<file path="src/rtl/pc_gen.sv">
// Fetch PC generator: owns the IF program counter, arbitrates exception/ERET/
// mispredict redirects (holding one across a stall) and predicts with a direct-mapped BTB.
module pc_gen #(
    parameter logic [31:0] RESET_PC   = 32'h0000_0000,
    parameter logic [31:0] EXC_BASE   = 32'h0000_0000,
    parameter logic [31:0] INT_OFFSET = 32'h0000_0020,
    parameter logic [31:0] GEN_OFFSET = 32'h0000_0040,
    parameter int          BTB_DEPTH  = 16
) (
    input  logic        clk,
    input  logic        reset,
    input  logic        i_IF_stall,
    input  logic        i_answer_exc,
    input  logic [4:0]  i_MEM_exception_cause,
    input  logic        i_MEM_is_eret,
    input  logic [31:0] i_MEM_epc_value,
    input  logic        i_ID_is_branch_jump_instr,
    input  logic        i_ID_taken,
    input  logic [31:0] i_ID_branch_pc,
    input  logic [31:0] i_ID_branch_jump_dst_pc,
    input  logic [31:0] i_ID_fallthrough_pc,
    input  logic        i_ID_pred_taken,
    input  logic [31:0] i_ID_pred_target,
    output logic [31:0] o_IF_pc,
    output logic        o_IF_pred_taken,
    output logic [31:0] o_IF_pred_target,
    output logic        o_bad_cause
);
    localparam int IDX   = $clog2(BTB_DEPTH);
    localparam int TAG_W = 30 - IDX;

    localparam logic [4:0] EXC_CAUSE_INT  = 5'd0;
    localparam logic [4:0] EXC_CAUSE_ADEL = 5'd4;
    localparam logic [4:0] EXC_CAUSE_ADES = 5'd5;
    localparam logic [4:0] EXC_CAUSE_SYS  = 5'd8;
    localparam logic [4:0] EXC_CAUSE_BP   = 5'd9;
    localparam logic [4:0] EXC_CAUSE_RI   = 5'd10;
    localparam logic [4:0] EXC_CAUSE_OV   = 5'd12;
    localparam logic [4:0] EXC_CAUSE_TRAP = 5'd13;

    // Encoding order is the priority order; CLS_NONE means no live redirect.
    typedef enum logic [1:0] {
        CLS_NONE = 2'd0,
        CLS_MISP = 2'd1,
        CLS_ERET = 2'd2,
        CLS_EXC  = 2'd3
    } redir_cls_t;

    logic             btb_valid  [BTB_DEPTH];
    logic [TAG_W-1:0] btb_tag    [BTB_DEPTH];
    logic [31:0]      btb_target [BTB_DEPTH];

    logic [IDX-1:0]   fetch_idx;
    logic [IDX-1:0]   upd_idx;
    logic [TAG_W-1:0] upd_tag;
    logic [31:0]      pc_plus4;

    logic [31:0]      exc_vector;
    logic             cause_known;
    logic             misp;
    redir_cls_t       live_cls;
    logic [31:0]      live_target;
    logic             take_live;

    logic             pend_valid;
    redir_cls_t       pend_cls;
    logic [31:0]      pend_target;

    assign fetch_idx = o_IF_pc[IDX+1:2];
    assign upd_idx   = i_ID_branch_pc[IDX+1:2];
    assign upd_tag   = i_ID_branch_pc[31:IDX+2];
    assign pc_plus4  = o_IF_pc + 32'd4;

    assign o_IF_pred_taken  = btb_valid[fetch_idx] && (btb_tag[fetch_idx] == o_IF_pc[31:IDX+2]);
    assign o_IF_pred_target = o_IF_pred_taken ? btb_target[fetch_idx] : pc_plus4;

    always_comb begin
        cause_known = 1'b1;
        exc_vector  = EXC_BASE + GEN_OFFSET;
        case (i_MEM_exception_cause)
            EXC_CAUSE_INT:  exc_vector = EXC_BASE + INT_OFFSET;
            EXC_CAUSE_ADEL, EXC_CAUSE_ADES, EXC_CAUSE_SYS, EXC_CAUSE_BP,
            EXC_CAUSE_RI, EXC_CAUSE_OV, EXC_CAUSE_TRAP: cause_known = 1'b1;
            default:        cause_known = 1'b0;
        endcase
    end

    // A taken/taken pair with different targets is still a mispredict.
    assign misp = i_ID_is_branch_jump_instr &&
                  ((i_ID_taken != i_ID_pred_taken) ||
                   (i_ID_taken && (i_ID_branch_jump_dst_pc != i_ID_pred_target)));

    always_comb begin
        live_cls    = CLS_NONE;
        live_target = pc_plus4;
        if (i_answer_exc) begin
            live_cls    = CLS_EXC;
            live_target = exc_vector;
        end else if (i_MEM_is_eret) begin
            live_cls    = CLS_ERET;
            live_target = i_MEM_epc_value;
        end else if (misp) begin
            live_cls    = CLS_MISP;
            live_target = i_ID_taken ? i_ID_branch_jump_dst_pc : i_ID_fallthrough_pc;
        end
    end

    assign take_live = (live_cls != CLS_NONE) && (!pend_valid || (live_cls >= pend_cls));

    always_ff @(posedge clk or posedge reset) begin
        if (reset) begin
            o_IF_pc     <= RESET_PC;
            pend_valid  <= 1'b0;
            pend_cls    <= CLS_NONE;
            pend_target <= 32'd0;
            o_bad_cause <= 1'b0;
        end else begin
            o_bad_cause <= i_answer_exc && !cause_known;
            if (i_IF_stall) begin
                if (take_live) begin
                    pend_valid  <= 1'b1;
                    pend_cls    <= live_cls;
                    pend_target <= live_target;
                end
            end else begin
                pend_valid <= 1'b0;
                if (take_live)       o_IF_pc <= live_target;
                else if (pend_valid) o_IF_pc <= pend_target;
                else                 o_IF_pc <= o_IF_pred_target;
            end
        end
    end

    always_ff @(posedge clk or posedge reset) begin
        if (reset) begin
            for (int i = 0; i < BTB_DEPTH; i++) btb_valid[i] <= 1'b0;
        end else if (i_ID_is_branch_jump_instr) begin
            if (i_ID_taken)                       btb_valid[upd_idx] <= 1'b1;
            else if (btb_tag[upd_idx] == upd_tag) btb_valid[upd_idx] <= 1'b0;
        end
    end

    // Tag/target payload needs no reset; the valid bits guard it.
    always_ff @(posedge clk) begin
        if (i_ID_is_branch_jump_instr && i_ID_taken) begin
            btb_tag[upd_idx]    <= upd_tag;
            btb_target[upd_idx] <= i_ID_branch_jump_dst_pc;
        end
    end
endmodule

</file>
<file path="config.mk">
export PLATFORM = sky130hd
export DESIGN_NAME = pc_gen
export DESIGN_NICKNAME = d
export VERILOG_FILES = /design/src/rtl/pc_gen.sv
export SDC_FILE = /design/constraint.sdc
export NUM_CORES = 1
export LEC_CHECK = 0
export CORE_MARGIN = 4
export CORE_UTILIZATION = 55
export DETAILED_ROUTE_END_ITERATION = 7
export GPL_TIMING_DRIVEN = 0
export PLACE_DENSITY = 0.74
export SKIP_CTS_REPAIR_TIMING = 1
export SYNTH_ARGS = -nofsm -noshare
export SYNTH_HDL_FRONTEND = slang
export SYNTH_SLANG_ARGS = --single-unit
</file>
<file path="constraint.sdc">
create_clock -name clk -period 4.1 [get_ports clk]
set_input_delay 0.82 -clock clk [delete_from_list [all_inputs] [get_ports clk]]
set_output_delay 0.82 -clock clk [all_outputs]
set_load 0.005 [all_outputs]
</file>
* After elaboration in Yosys (flattened, before gate mapping)
Memories as Yosys holds them, arrays and structs flattened. Cells that the tools add are included.
Operators by class: divide/modulo/power cells 0, bitwise operators 5, reduce and logical (&&, ||, !) cells 17, shift-type cells 0, order comparisons 4, $mul 0, equality and inequality tests 12, multiplexer cells 23, add/subtract/negate cells 1
Operators with widths (count):
- $mux W32 | 7
- $eq A26 B26 Y1 | 2
- $add A32 B3 Y32 const B | 1
- $mux W16 | 2
- $ne A32 B32 Y1 | 1
- $eq A5 B4 Y1 const B | 5
- $and A16 B16 Y16 | 1
- $not A16 Y16 | 1
- $or A16 B16 Y16 | 1
- $eq A5 B3 Y1 const B | 2
- $ge A5 B5 Y1 const B | 2
- $not A4 Y5 | 2
- $mux W1 | 9
- $reduce_or A8 Y1 | 1
- $logic_and A1 B1 Y1 | 7
- $mux W7 | 1
- $logic_not A5 Y1 | 1
- $lt A5 B1 Y1 const B | 1
- $bmux W1 S4 | 1
- $demux W1 S4 | 1
- $mux W2 | 2
- $reduce_and A2 Y1 | 2
- $reduce_bool A2 Y1 | 2
- $ge A2 B2 Y1 | 1
- other kinds (4) | 6
Word-level totals: input port bits 173, bits in writable memories 928, register bits after elaboration 84, logic and storage cells 85, output and inout port bits 66, latch bits 0, memory bits (read-only) 0, memories kept 2
Memory list:
- btb_target | words 16, width 32, read ports 1, clocked after Yosys merged registers in 0, write ports 1, RTL line 51 | logic [31:0] btb_target [BTB_DEPTH];
- btb_tag | words 16, width 26, read ports 2, clocked after Yosys merged registers in 0, write ports 1, RTL line 50 | logic [TAG_W-1:0] btb_tag [BTB_DEPTH];

* Longest topological paths before layout
depth in word-level cells 12, depth in mapped cells 17, mapped depth without buffers 14

* Worst setup path before layout
OpenSTA, ideal clock, no wires.
path type input to register, start input i_ID_branch_pc[2], end memory btb_tag[1][0] in the netlist's numbering, enable pin, setup time 547 ps, path slack -2607 ps, data arrival time 6160 ps, stages on the path 6, required time 3553 ps, cell sequence clkbuf_1 > buf_2 > buf_2 > clkbuf_1 > nand4b_1 > nor3_1
RTL lines:
- from (decl) | RTL line 19 | input logic [31:0] i_ID_branch_pc,
- to (decl) | RTL line 50
No word-level cell before the write port.

* Worst setup path after layout
start register o_IF_pc[4], end output o_IF_pred_target[24]
On the way: cells in the longest elaborated chain, start to end 6
Ends and longest elaborated chain:
- from (decl) | RTL line 24 | output logic [31:0] o_IF_pc,
- from (signal assigned) | RTL line 127 | if (take_live) o_IF_pc <= live_target;
- from (signal assigned) | RTL line 128 | else if (pend_valid) o_IF_pc <= pend_target;
- from (signal assigned) | RTL line 129 | else o_IF_pc <= o_IF_pred_target;
- branches (longest 5 deep; another with $add A32 B3 Y32)
- $mux W32 (*) | RTL line 75 | assign o_IF_pred_target = o_IF_pred_taken ? btb_target[fetch_idx] : pc_plus4;
- to (decl) | RTL line 26 | output logic [31:0] o_IF_pred_target,
Mark *: on every way between the ends. The select of a mux whose other input is x is not followed.

==> run summary <==
Max-slew headroom = 0.200
Mean Syn Cell Area = 18.2 sq um
Power per cell area = 479 nW/um^2
ANT nets after route = 0
Synth Register Bits = 1012
CTS tree = yes
Top FF cell, synth = edfxtp_1
TritonCTS Buffers = 103
Crit path max fanout = 7
Vias/cell = 7.22
Worst R2R Setup Slack = 0.07 ns
Final Cell Area = 57200 sq um
1st-pass router iterations = 8
Max-Cap Viols = 0
Routed WL per cell = 38.1 um
Fraction of layout cells with a size suffix above 1 = 0.337
Period minus WS final = 5.18 ns
Final Util = 0.686
CTS H-tree depth = 3
Hold Crit Depth = 1
Area of placed instances = 51400 sq um
WHS = 0.349 ns
Clock latency on the worst-skew pair = 0.69 ns
Cells after Synth = 2540
1st-iter DRT viols = 5282
Post-DP HPWL = 108000 um
Overflow after GRT = 0
Fraction of registers with async set/reset = 0.0830
Final Slew Violations = 0
Number of global-route vias before repair = 29546
Clock sink count = 1012
Status = finished with violations
Clock Tree Root = clkbuf_16
Wirelength, routed = 160000 um
Synth area leader = edfxtp_1
Die height = 298 um
Count of cell types in the netlist = 87
First-pass GRT wire length = 221000 um
Post-synth EDFFs = 928
Max Clock Skew = 0.0325 ns
CP required = 3.28 ns
Number of cells on the worst reg-to-reg path = 15
Bufs on Longest Clock Path = 3
Pin count of the biggest net entering global routing = 47
RSZ-0062 raised after global routing = yes
Failing checks = design-rule violations, negative setup slack
# IOs = 239
Initial Util = 0.554
Row cnt = 106
Hold Path End = btb_target[14][3]
Area Overhead vs Synth = 23.7%
Ys Warns = 0
Via count = 30352
Pleak = 19.0 nW
Worst R2R Start = o_IF_pc[4]
DR DRC count = 1
F_max = 193 MHz
Register area share after synthesis = 0.648
Hold wc startpoint = i_ID_branch_jump_dst_pc[3]
Port Buffers = 231
Post-Syn Area = 46200 sq um
Final Hold Violating Endpoints = 0
Initial antenna violation count = 9
Placer Congestion = 0.969
Hold crit path type = input pin to flip-flop
Startpoint types = flip-flop
Total GRT Usage = 0.352
Top cell type's share of synthesized area = 0.603
Final period util = 1.26
Final nets = 3210
FF-to-FF End = o_IF_pc[5]
Type of the worst setup path = flip-flop to primary output
Endpoint class of the critical path = primary output
Top post-synthesis cells by count = edfxtp_1 (928), mux4_2 (360), nand2_1 (120), mux2i_1 (108), dfrtp_1 (84)
WP data arrival = 4.36 ns
Worst vdd ir = 0.406 mV
Post-Syn Nets = 2716
Synth top area cells = edfxtp_1 (60%), mux4_2 (18%), dfrtp_1 (4.5%), mux2i_1 (2.3%), xnor2_1 (1.2%)
Top-count cell post-synth = edfxtp_1
Clk slew on worst S/H paths = 0.06 ns
Core area = 83400 sq um
Die footprint = 88700 sq um
Die X = 298 um
Final worst setup slack = -1.08 ns
# setup viols final = 46
Tightest Pin Transition = 1.20 ns
[placed cells by master, fill, tap and decap left out, types with 20 or more instances in the layout]
master,count
a22o_1,51
a22oi_1,22
buf_12,62
buf_16,24
buf_2,25
buf_4,86
buf_6,44
buf_8,24
clkbuf_1,63
clkbuf_16,112
clkbuf_2,55
clkdlybuf4s50_1,155
clkinv_1,25
dfrtp_1,80
edfxtp_1,928
mux2_2,29
mux2i_1,95
mux4_2,363
nand2_1,110
nand3_1,20
nand4_1,24
nor2_1,59
o21a_1,22
o21ai_0,52
xnor2_1,58
xor2_1,37
[where the power goes]
part	leakage [nW]	total [mW]	internal [mW]	switching (mW)
combinational	8.09	6.46	2.92	3.54
clock	1.53	9.11	5.02	4.09
sequential	9.43	11.8	11.5	0.281
[worst max path at each step]
stage	depth (start not counted)	end	startpoint	slack [ns]
floorplan	7	btb_tag[0][0]	i_ID_branch_pc[2]	-0.53
global placement	5	btb_target[0][22]	i_ID_taken	-5.43
detailed placement	18	o_IF_pc[0]	i_ID_branch_jump_dst_pc[3]	-3.09
CTS	12	o_IF_pred_target[31]	o_IF_pc[5]	-3.25
global route	16	o_IF_pred_target[31]	o_IF_pc[2]	-1.16
finish	15	o_IF_pred_target[24]	o_IF_pc[4]	-1.08
[kinds of logic (layout without fill, tap and decap cells)]
logic type / count (synthesis) / in the layout / synth area share
other cells: 0 / 6 / 0
mux: 509 / 509 / 0.213
compound gates: 356 / 356 / 0.0572
flops: 1012 / 1012 / 0.648
fa+ha+maj: 3 / 3 / 0.000812
xor+xnor: 106 / 106 / 0.0201
buf+inv: 190 / 769 / 0.0216
simple gates: 364 / 364 / 0.0391
[through the flow]
| stage | total power [mW] | cells | worst slack (ns) | setup TNS [ns] |
|---|---|---|---|---|
| floorplan | 15.2 | 2540 | -0.530 | -165.92 |
| global placement | 17.4 | 3851 | -5.43 | -3331.82 |
| detailed placement | 17.5 | 3911 | -3.09 | -1019.08 |
| CTS | 26.4 | 4101 | -3.25 | -381.87 |
| global route | 28.0 | 4200 | -1.16 | -35.16 |
| finish | 27.4 | 4205 | -1.08 | -33.88 |
[area by class of cell]
class	instances	area (sq um)
Antenna cell	6	15.0
Buffer	170	1570
Sequential cell	1012	30000
Clock inverter	63	546
Timing Repair Buffer	393	4530
Multi-Input combinational cell	1338	16500
Inverter	16	68.8
Fill cell	5193	26200
Tap cell	1080	1350
Clock buffer	127	2670
[critical path, stage by stage (launching register included)]
cell	delay [ns]
dfrtp_4	0.58
buf_12	0.17
buf_6	0.10
mux4_2	0.49
a22o_1	0.24
a221oi_4	0.41
xor2_2	0.22
buf_4	0.14
nand4b_1	0.14
nor3_4	0.18
buf_12	0.15
and3_4	0.22
buf_8	0.14
buf_12	0.16
a21o_1	0.18
buf_2	0.14
[registers in the layout, summed over array words and instances, names as in the netlist, named ones only]
name and flops:
btb_target 512, pend_target 32, o_bad_cause 1, btb_tag 416, pend_valid 1, pend_cls 2
o_IF_pc 32
[layer usage]
layer | global-route usage | vias up | wire [um]
met1 | 0.485 | 15604 | 56200
met3 | 0.0898 | 478 | 21500
met4 | 0.164 | 6 | 8770
met2 | 0.535 | 2657 | 73700
met5 | 0 | - | 45
li1 | - | 11607 | -
No activity file was read; power rests on OpenSTA's default activity.
